<file path="src/rtl/mac_pkg.sv">
// Shared widths, result payload and add/subtract encoding for the mac16 datapath.
package mac_pkg;

  localparam int unsigned OP_W   = 16;
  localparam int unsigned RES_W  = 32;
  localparam int unsigned HALF_W = RES_W / 2;
  localparam int unsigned LANE_W = OP_W / 2;

  typedef enum logic {
    ADD = 1'b0,
    SUB = 1'b1
  } addsub_e;

  // Output-register payload: 32-bit sum plus carry-out.
  typedef struct packed {
    logic             co;
    logic [RES_W-1:0] sum;
  } mac_res_t;

endpackage

</file>
<file path="src/rtl/mac16_mult.sv">
// Combinational 16x16 multiplier with per-operand signedness and a split
// mode producing two independent 8x8 lane products packed as {top, bottom}.
module mac16_mult
  import mac_pkg::*;
#(
  parameter bit A_SIGNED = 1'b1,
  parameter bit B_SIGNED = 1'b1,
  parameter bit MODE_8x8 = 1'b0
) (
  input  logic [OP_W-1:0]  a_i,
  input  logic [OP_W-1:0]  b_i,
  output logic [RES_W-1:0] prod_o
);

  logic [RES_W-1:0] a_ext, b_ext, p_full;
  logic [OP_W-1:0]  at_ext, bt_ext, ab_ext, bb_ext;
  logic [OP_W-1:0]  p_top, p_bot;

  always_comb begin
    a_ext  = A_SIGNED ? {{OP_W{a_i[OP_W-1]}}, a_i} : {{OP_W{1'b0}}, a_i};
    b_ext  = B_SIGNED ? {{OP_W{b_i[OP_W-1]}}, b_i} : {{OP_W{1'b0}}, b_i};
    // Low 32 bits of the extended product are exact for either signedness.
    p_full = a_ext * b_ext;

    at_ext = A_SIGNED ? {{LANE_W{a_i[OP_W-1]}}, a_i[OP_W-1 -: LANE_W]}
                      : {{LANE_W{1'b0}}, a_i[OP_W-1 -: LANE_W]};
    bt_ext = B_SIGNED ? {{LANE_W{b_i[OP_W-1]}}, b_i[OP_W-1 -: LANE_W]}
                      : {{LANE_W{1'b0}}, b_i[OP_W-1 -: LANE_W]};
    ab_ext = A_SIGNED ? {{LANE_W{a_i[LANE_W-1]}}, a_i[LANE_W-1:0]}
                      : {{LANE_W{1'b0}}, a_i[LANE_W-1:0]};
    bb_ext = B_SIGNED ? {{LANE_W{b_i[LANE_W-1]}}, b_i[LANE_W-1:0]}
                      : {{LANE_W{1'b0}}, b_i[LANE_W-1:0]};
    p_top  = at_ext * bt_ext;
    p_bot  = ab_ext * bb_ext;

    prod_o = MODE_8x8 ? {p_top, p_bot} : p_full;
  end

endmodule

</file>
<file path="src/rtl/mac16_unit.sv">
// 16x16 multiply-add/accumulate slice: optional input registers, multiplier,
// 33-bit add/subtract against {d,c} or the running output, registered result.
module mac16_unit
  import mac_pkg::*;
#(
  parameter bit A_SIGNED = 1'b1,
  parameter bit B_SIGNED = 1'b1,
  parameter bit MODE_8x8 = 1'b0,
  parameter bit A_REG    = 1'b0,
  parameter bit B_REG    = 1'b0,
  parameter bit C_REG    = 1'b0,
  parameter bit D_REG    = 1'b0
) (
  input  logic             clk,
  input  logic             rst_n,
  input  logic             ce,
  input  logic [OP_W-1:0]  a,
  input  logic [OP_W-1:0]  b,
  input  logic [OP_W-1:0]  c,
  input  logic [OP_W-1:0]  d,
  input  logic             ahold,
  input  logic             bhold,
  input  logic             chold,
  input  logic             dhold,
  input  logic             addsub,
  input  logic             accum_en,
  input  logic             ohold,
  input  logic             ci,
  output logic [RES_W-1:0] o,
  output logic             co
);

  logic [OP_W-1:0]  a_q, b_q, c_q, d_q;
  logic [OP_W-1:0]  a_d, b_d, c_d, d_d;
  logic [OP_W-1:0]  a_s, b_s, c_s, d_s;
  logic [RES_W-1:0] prod;
  mac_res_t         res_q, res_d;

  logic [RES_W-1:0]  x_op, p_op;
  logic              is_sub, cin_lo;
  logic [RES_W:0]    sum_full;
  logic [HALF_W:0]   sum_top;
  logic [HALF_W-1:0] sum_bot;

  // Input staging; registers are bypassed when the matching *_REG is clear.
  always_comb begin
    a_d = (ce && !ahold) ? a : a_q;
    b_d = (ce && !bhold) ? b : b_q;
    c_d = (ce && !chold) ? c : c_q;
    d_d = (ce && !dhold) ? d : d_q;
    a_s = A_REG ? a_q : a;
    b_s = B_REG ? b_q : b;
    c_s = C_REG ? c_q : c;
    d_s = D_REG ? d_q : d;
  end

  always_ff @(posedge clk) begin
    if (!rst_n) begin
      a_q <= '0;
      b_q <= '0;
      c_q <= '0;
      d_q <= '0;
    end else begin
      a_q <= a_d;
      b_q <= b_d;
      c_q <= c_d;
      d_q <= d_d;
    end
  end

  mac16_mult #(
    .A_SIGNED (A_SIGNED),
    .B_SIGNED (B_SIGNED),
    .MODE_8x8 (MODE_8x8)
  ) u_mult (
    .a_i    (a_s),
    .b_i    (b_s),
    .prod_o (prod)
  );

  // Subtraction is X + ~P + 1; carry-in only participates when adding.
  always_comb begin
    res_d    = res_q;
    is_sub   = (addsub_e'(addsub) == SUB);
    x_op     = accum_en ? res_q.sum : {d_s, c_s};
    p_op     = is_sub ? ~prod : prod;
    cin_lo   = is_sub ? 1'b1 : ci;
    sum_full = {1'b0, x_op} + {1'b0, p_op} + (RES_W+1)'(cin_lo);
    sum_top  = {1'b0, x_op[RES_W-1 -: HALF_W]} + {1'b0, p_op[RES_W-1 -: HALF_W]}
             + (HALF_W+1)'(is_sub);
    sum_bot  = x_op[HALF_W-1:0] + p_op[HALF_W-1:0] + HALF_W'(cin_lo);

    if (ce && !ohold) begin
      if (MODE_8x8) begin
        res_d.sum = {sum_top[HALF_W-1:0], sum_bot};
        res_d.co  = sum_top[HALF_W];
      end else begin
        res_d.sum = sum_full[RES_W-1:0];
        res_d.co  = sum_full[RES_W];
      end
    end
  end

  always_ff @(posedge clk) begin
    if (!rst_n) begin
      res_q <= '0;
    end else begin
      res_q <= res_d;
    end
  end

  assign o  = res_q.sum;
  assign co = res_q.co;

endmodule

</file>
<file path="config.mk">
export PLATFORM = sky130hd
export DESIGN_NAME = mac16_unit
export DESIGN_NICKNAME = d
export VERILOG_FILES = /design/src/rtl/mac_pkg.sv /design/src/rtl/mac16_mult.sv /design/src/rtl/mac16_unit.sv
export SDC_FILE = /design/constraint.sdc
export NUM_CORES = 1
export LEC_CHECK = 0
export BUFFER_PORTS_ARGS = -buffer_cell sky130_fd_sc_hd__buf_2
export CAP_MARGIN = 20
export CORE_ASPECT_RATIO = 1.4
export CORE_MARGIN = 5
export CORE_UTILIZATION = 65
export CTS_CLUSTER_DIAMETER = 120
export DETAILED_ROUTE_END_ITERATION = 12
export MAX_ROUTING_LAYER = met4
export PLACE_DENSITY = 0.93
export SETUP_SLACK_MARGIN = 0.02
export SKIP_CTS_REPAIR_TIMING = 1
export SLEW_MARGIN = 5
export SYNTH_ARGS = -nofsm -noshare
export SYNTH_HDL_FRONTEND = slang
export SYNTH_SLANG_ARGS = --single-unit
</file>
<file path="constraint.sdc">
create_clock -name clk -period 20 [get_ports clk]
set_input_delay 4 -clock clk [delete_from_list [all_inputs] [get_ports clk]]
set_output_delay 4 -clock clk [all_outputs]
set_load 0.1 [all_outputs]
</file>
# After elaboration in Yosys (flattened, before gate mapping)
# Index checks and enable logic that the tools add are counted.
op_classes:
  addsub: 2
  multipliers: 1
  muxes: 3
  n_bitwise: 1
  reduce_logical: 2
op_table:
  columns: ["operator", "n"]
  rows:
  - ["$mux W32", 2]
  - ["$add A32 B32 Y33", 1]
  - ["$add A33 B1 Y33", 1]
  - ["$mul A16 B16 Y32", 1]
  - ["$not A32 Y32", 1]
  - ["$logic_and A1 B1 Y1", 1]
  - ["$logic_not A1 Y1", 1]
  - ["$mux W1", 1]
word_totals:
  ff_bits: 33
  inputBits: 75

# Depth between registers and ports, before layout
logic_depth:
  word_depth: 5
  mapped_depth: 33

# Hierarchy
# Synthesis repeated with hierarchy kept, for this count alone.
unflattened:
  cells_unflattened: 1539
  hier_area_um2: 13312.8
by_module_without_submodules:
  columns: ["mod", "n_inst", "cells_per_inst", "area_per_inst_um2"]
  rows:
  - ["mac16_mult", 1, 1083, 9810.7]
  - ["mac16_unit", 1, 456, 3502.1]

# Worst setup path after synthesis
# Ideal clock, no wire load.
synth_path:
  kind: "in2reg"
  startpoint: "input port b[1]"
  endpoint: "register res_q (netlist bit o[31])"
  setup_time_ps: 125
  t_arrival_ps: 10945
  required_time_ps: 19875
  setup_slack_ps: 8930
  stages: 30
  n_path_buf: 1
  path_cell_list: "clkbuf_1 nand2_1 fa_1 fa_1 fa_1 inv_1 fa_1 fa_1 inv_1 fa_1 inv_1 ha_1 a21o_1 or3_1 a31oi_2 o21a_1 o21bai_1 a21oi_1 o21bai_1 a21oi_1 xnor2_1 ha_1 a21oi_1 o21ai_0 a21oi_1 o21bai_1 a221o_1 a41oi_1 mux2i_1 nand3_1"
synth_between:
  elab_chain_len: 5
synth_lines:
  columns: ["element", "line_no", "source"]
  rows:
  - ["from (decl)", "mac16_unit.sv:18", "input logic [OP_W-1:0] b,"]
  - ["$mul A16 B16 Y32 (*)", "mac16_mult.sv:23", "p_full = a_ext * b_ext;"]
  - ["$not A32 Y32", "mac16_unit.sv:86", "p_op = is_sub ? ~prod : prod;"]
  - ["$mux W32 (*)", "mac16_unit.sv:86", null]
  - ["$add A32 B32 Y33 (*)", "mac16_unit.sv:88", "sum_full = {1'b0, x_op} + {1'b0, p_op} + (RES_W+1)'(cin_lo);"]
  - ["$add A33 B1 Y33 (*)", "mac16_unit.sv:88", null]
  - ["to (signal assigned)", "mac16_unit.sv:108", "res_q <= res_d;"]
  - ["to (decl)", "mac16_unit.sv:37", "mac_res_t res_q, res_d;"]
# Mark *: on every way between the ends. The rest lies on a longest branch, timed or not.
# A chain may end at the register's enable or synchronous reset.

# Worst setup path after layout
layout_path:
  startpoint: "input port a[11]"
  endpoint: "register res_q (netlist bit o[31])"
layout_between:
  elab_chain_len: 5
layout_lines:
  columns: ["element", "line_no", "source"]
  rows:
  - ["from (decl)", "mac16_unit.sv:17", "input logic [OP_W-1:0] a,"]
  - ["$mul A16 B16 Y32 (*)", "mac16_mult.sv:23", null]
  - ["$not A32 Y32", "mac16_unit.sv:86", null]
  - ["$mux W32 (*)", "mac16_unit.sv:86", null]
  - ["$add A32 B32 Y33 (*)", "mac16_unit.sv:88", null]
  - ["$add A33 B1 Y33 (*)", "mac16_unit.sv:88", null]
# Marks and branches as above.

==> report_table.html <==
<table>
<tr><th>Metric</th><th>Value</th></tr>
<tr><th colspan="2">Routing</th></tr>
<tr><td>Number of vias per cell after detailed routing</td><td>5.85</td></tr>
<tr><td>Wire length per cell</td><td>17.7 µm</td></tr>
<tr><td>First-pass iteration count of the detailed router</td><td>6</td></tr>
<tr><td>ANT nets after route</td><td>0</td></tr>
<tr><td>Vias after detailed routing</td><td>10594</td></tr>
<tr><td>Wire length reported by the detailed router</td><td>32100 µm</td></tr>
<tr><td>DRC violation count after routing</td><td>0</td></tr>
<tr><td>Number of DRC markers in iteration 0</td><td>799</td></tr>
<tr><th colspan="2">Clocking</th></tr>
<tr><td>Clock insertion delay at the later pin of the skew report</td><td>280 ps</td></tr>
<tr><td>Clock transition time at the flip-flop clock pins of the worst setup and hold paths</td><td>50 ps</td></tr>
<tr><td>Number of clock buffers inserted by TritonCTS</td><td>5</td></tr>
<tr><td>Clock root buffer</td><td>sky130_fd_sc_hd__clkbuf_16</td></tr>
<tr><td>H-tree Lvls</td><td>2</td></tr>
<tr><td>TritonCTS Sinks</td><td>33</td></tr>
<tr><td>TritonCTS clock tree</td><td>yes</td></tr>
<tr><td>Worst-case clock buffer depth</td><td>2</td></tr>
<tr><th colspan="2">Logic synthesis</th></tr>
<tr><td>Synthesized netlist cell count</td><td>1500</td></tr>
<tr><td>Fraction of registers with async set/reset</td><td>0</td></tr>
<tr><td>Count of unique library cells instantiated by Yosys</td><td>65</td></tr>
<tr><td>Cell taking the most area after synthesis</td><td>sky130_fd_sc_hd__fa_1</td></tr>
<tr><td>Commonest cells post-synth</td><td>sky130_fd_sc_hd__inv_1, sky130_fd_sc_hd__fa_1, sky130_fd_sc_hd__nand2_1</td></tr>
<tr><td>Syn. warnings</td><td>0</td></tr>
<tr><td>Total of flip-flops plus latches after synthesis</td><td>33</td></tr>
<tr><td>Cell types with the largest area share after synthesis</td><td>sky130_fd_sc_hd__fa_1, sky130_fd_sc_hd__ha_1, sky130_fd_sc_hd__inv_1</td></tr>
<tr><td>Synthesized area divided by synthesized cell count</td><td>8.82 µm²</td></tr>
<tr><td>Number of nets in the synthesized netlist</td><td>1954</td></tr>
<tr><td>Sequential area share after synthesis</td><td>0.0500</td></tr>
<tr><td>Top flip-flop cell by instance count after synthesis</td><td>sky130_fd_sc_hd__dfxtp_1</td></tr>
<tr><td>Most repeated cell in the gate-level netlist after synthesis</td><td>sky130_fd_sc_hd__inv_1</td></tr>
<tr><td>Combined area of all synthesized cells</td><td>0.0132 mm²</td></tr>
<tr><td>Number of enable flip-flop cells after synthesis</td><td>0</td></tr>
<tr><td>Top-area cell type share of the netlist area</td><td>0.400</td></tr>
<tr><th colspan="2">Run status</th></tr>
<tr><td>Result of the run</td><td>finished clean</td></tr>
<tr><th colspan="2">Floorplan</th></tr>
<tr><td>Number of rows created at floorplan</td><td>61</td></tr>
<tr><td>Total core area</td><td>0.0199 mm²</td></tr>
<tr><td>Die boundary height</td><td>179 µm</td></tr>
<tr><td>DIE WIDTH</td><td>131 µm</td></tr>
<tr><td>Starting density of the core</td><td>0.664</td></tr>
<tr><td>Area of the die</td><td>0.0233 mm²</td></tr>
<tr><td>Number of primary I/O pins</td><td>108</td></tr>
<tr><th colspan="2">Finish</th></tr>
<tr><td>Non-filler cells, final</td><td>1812</td></tr>
<tr><td>Final net count</td><td>2012</td></tr>
<tr><td>Area growth from synthesis to layout</td><td>6.20%</td></tr>
<tr><td>Fraction of final layout cells with drive strength greater than 1</td><td>0.0994</td></tr>
<tr><th colspan="2">Setup path</th></tr>
<tr><td>Max FO, Critical Path</td><td>16</td></tr>
<tr><td>Path type of the worst setup path</td><td>input port to register</td></tr>
<tr><td>Worst Setup End Kind</td><td>register</td></tr>
<tr><td>Maximum single-stage delay on the critical path</td><td>540 ps</td></tr>
<tr><td>Master of the slowest instance on the critical path</td><td>sky130_fd_sc_hd__fa_1</td></tr>
<tr><td>Cell with the most instances on the worst path</td><td>sky130_fd_sc_hd__fa_1</td></tr>
<tr><td>Arr. time, crit path</td><td>12060 ps</td></tr>
<tr><td>Cell class contributing the biggest share of worst-path delay</td><td>adder cells</td></tr>
<tr><td>Required time at the endpoint of the critical path</td><td>20160 ps</td></tr>
<tr><td>Number of buffer and inverter instances along the worst setup path</td><td>4</td></tr>
<tr><td>Kind of start point of the critical path</td><td>input port</td></tr>
<tr><th colspan="2">Global route</th></tr>
<tr><td>Vias in the first global route</td><td>11725</td></tr>
<tr><td>Number of antenna violations at the first check in global routing</td><td>1</td></tr>
<tr><td>GR Overflow Total</td><td>0</td></tr>
<tr><td>Global-route wire length before repair</td><td>54400 µm</td></tr>
<tr><td>Overall fraction of global-route tracks in use</td><td>0.299</td></tr>
<tr><td>Pin count of the biggest net entering global routing</td><td>47</td></tr>
<tr><th colspan="2">Place</th></tr>
<tr><td>Post-DP HPWL</td><td>26500 µm</td></tr>
<tr><td>Global placer's final weighted congestion</td><td>0.944</td></tr>
<tr><td>Placed cells</td><td>1803</td></tr>
<tr><td>Count of input and output buffers</td><td>103</td></tr>
<tr><td>Worst setup slack after placement</td><td>7950 ps</td></tr>
<tr><th colspan="2">Timing</th></tr>
<tr><td>Slew HR</td><td>0.505</td></tr>
<tr><td>Transition at the pin with the smallest max-transition slack</td><td>743 ps</td></tr>
<tr><td>Clock skew after layout</td><td>6.00 ps</td></tr>
<tr><td>Number of slew-limit violations in the final report</td><td>0</td></tr>
<tr><td>Share of the clock period used by the worst path after layout</td><td>0.595</td></tr>
<tr><td>Worst-case setup margin in the final layout</td><td>8100 ps</td></tr>
<tr><td>Setup repair after global routing missed its margin</td><td>false</td></tr>
<tr><td>Final min period</td><td>11900 ps</td></tr>
<tr><td>Final Hold Vio Count</td><td>0</td></tr>
<tr><td># setup viols final</td><td>0</td></tr>
<tr><td>Total Neg Setup Slack</td><td>0 ps</td></tr>
<tr><td>Fmax</td><td>84.0 MHz</td></tr>
<tr><th colspan="2">Hold path</th></tr>
<tr><td>Worst min path class</td><td>register to register</td></tr>
<tr><th colspan="2">Job</th></tr>
<tr><td>Max-Cap Viols</td><td>0</td></tr>
</table>
==> worst min-delay path, stage by stage, from the launching register on <==
cell and delay (ps):
sky130_fd_sc_hd__dfxtp_1 320, sky130_fd_sc_hd__nand2_1 50, sky130_fd_sc_hd__a21boi_0 60
==> through the flow <==
stage	hold slack, ps	area (µm²)	util
global placement	460	13900	0.696
floorplan	889	13200	-
global route	511	14000	0.705
detailed placement	468	13900	0.696
finish	481	14000	0.705
CTS	477	14000	0.705
==> registers in the layout (all words and copies together), names as in the netlist <==
name,flops
o,32
co,1
==> final cells by class <==
class,count,area (µm²)
Multi-Input combinational cell,1109,11200
Fill cell,1406,5880
Inverter,303,1140
Sequential cell,33,661
Timing Repair Buffer,106,538
Tap cell,252,315
Clock buffer,7,143
Clock inverter,1,30.0
Antenna cell,1,2.50
==> routing by layer <==
metal,global-route usage,share of wire
met1,0.347,0.36
met4,0.130,0.047
met3,0.0313,0.061
met5,-,0
met2,0.522,0.53
==> cell families (layout without fill, tap and decap cells) <==
kind of cell,count (synthesis),in the layout,synth area share
compound gates,186,186,0.0936
fa+ha+maj,379,379,0.508
other cells,0,1,0
buf+inv,358,417,0.102
simple gates,423,423,0.160
mux,34,34,0.0286
xor+xnor,87,87,0.0576
flops,33,33,0.0500
==> path summary, 6_finish.rpt <==
path	from	to	slack, ps	depth (start not counted)
worst max-delay path	a[11]	o[31]	8100	30
worst min-delay path	o[5]	o[5]	480	2
worst max register to register	o[0]	co	16590	12
worst min register to register	o[5]	o[5]	480	2
==> cells in the final DEF, fill, tap and decap left out, types with 6 or more instances in the layout <==
cell                         n
sky130_fd_sc_hd__nand2_1   173
sky130_fd_sc_hd__buf_2     103
sky130_fd_sc_hd__xor2_1     34
sky130_fd_sc_hd__nor2b_1     8
sky130_fd_sc_hd__ha_1      115
sky130_fd_sc_hd__a21oi_1    48
sky130_fd_sc_hd__o21ai_1    11
sky130_fd_sc_hd__dfxtp_1    33
sky130_fd_sc_hd__fa_1      264
sky130_fd_sc_hd__xnor2_1    53
sky130_fd_sc_hd__nand2b_1   15
sky130_fd_sc_hd__a21boi_0    9
sky130_fd_sc_hd__nor2_1     38
sky130_fd_sc_hd__nand3_1    16
sky130_fd_sc_hd__and2_1    136
sky130_fd_sc_hd__mux2_2     30
sky130_fd_sc_hd__o21bai_1    7
sky130_fd_sc_hd__inv_1     303
sky130_fd_sc_hd__nand4_1     6
sky130_fd_sc_hd__o21ai_0    33
sky130_fd_sc_hd__a21o_1     20
Power is left out: the tool's default activity adds up to more than one toggle a clock period on the data nets, which glitch-free logic cannot reach.
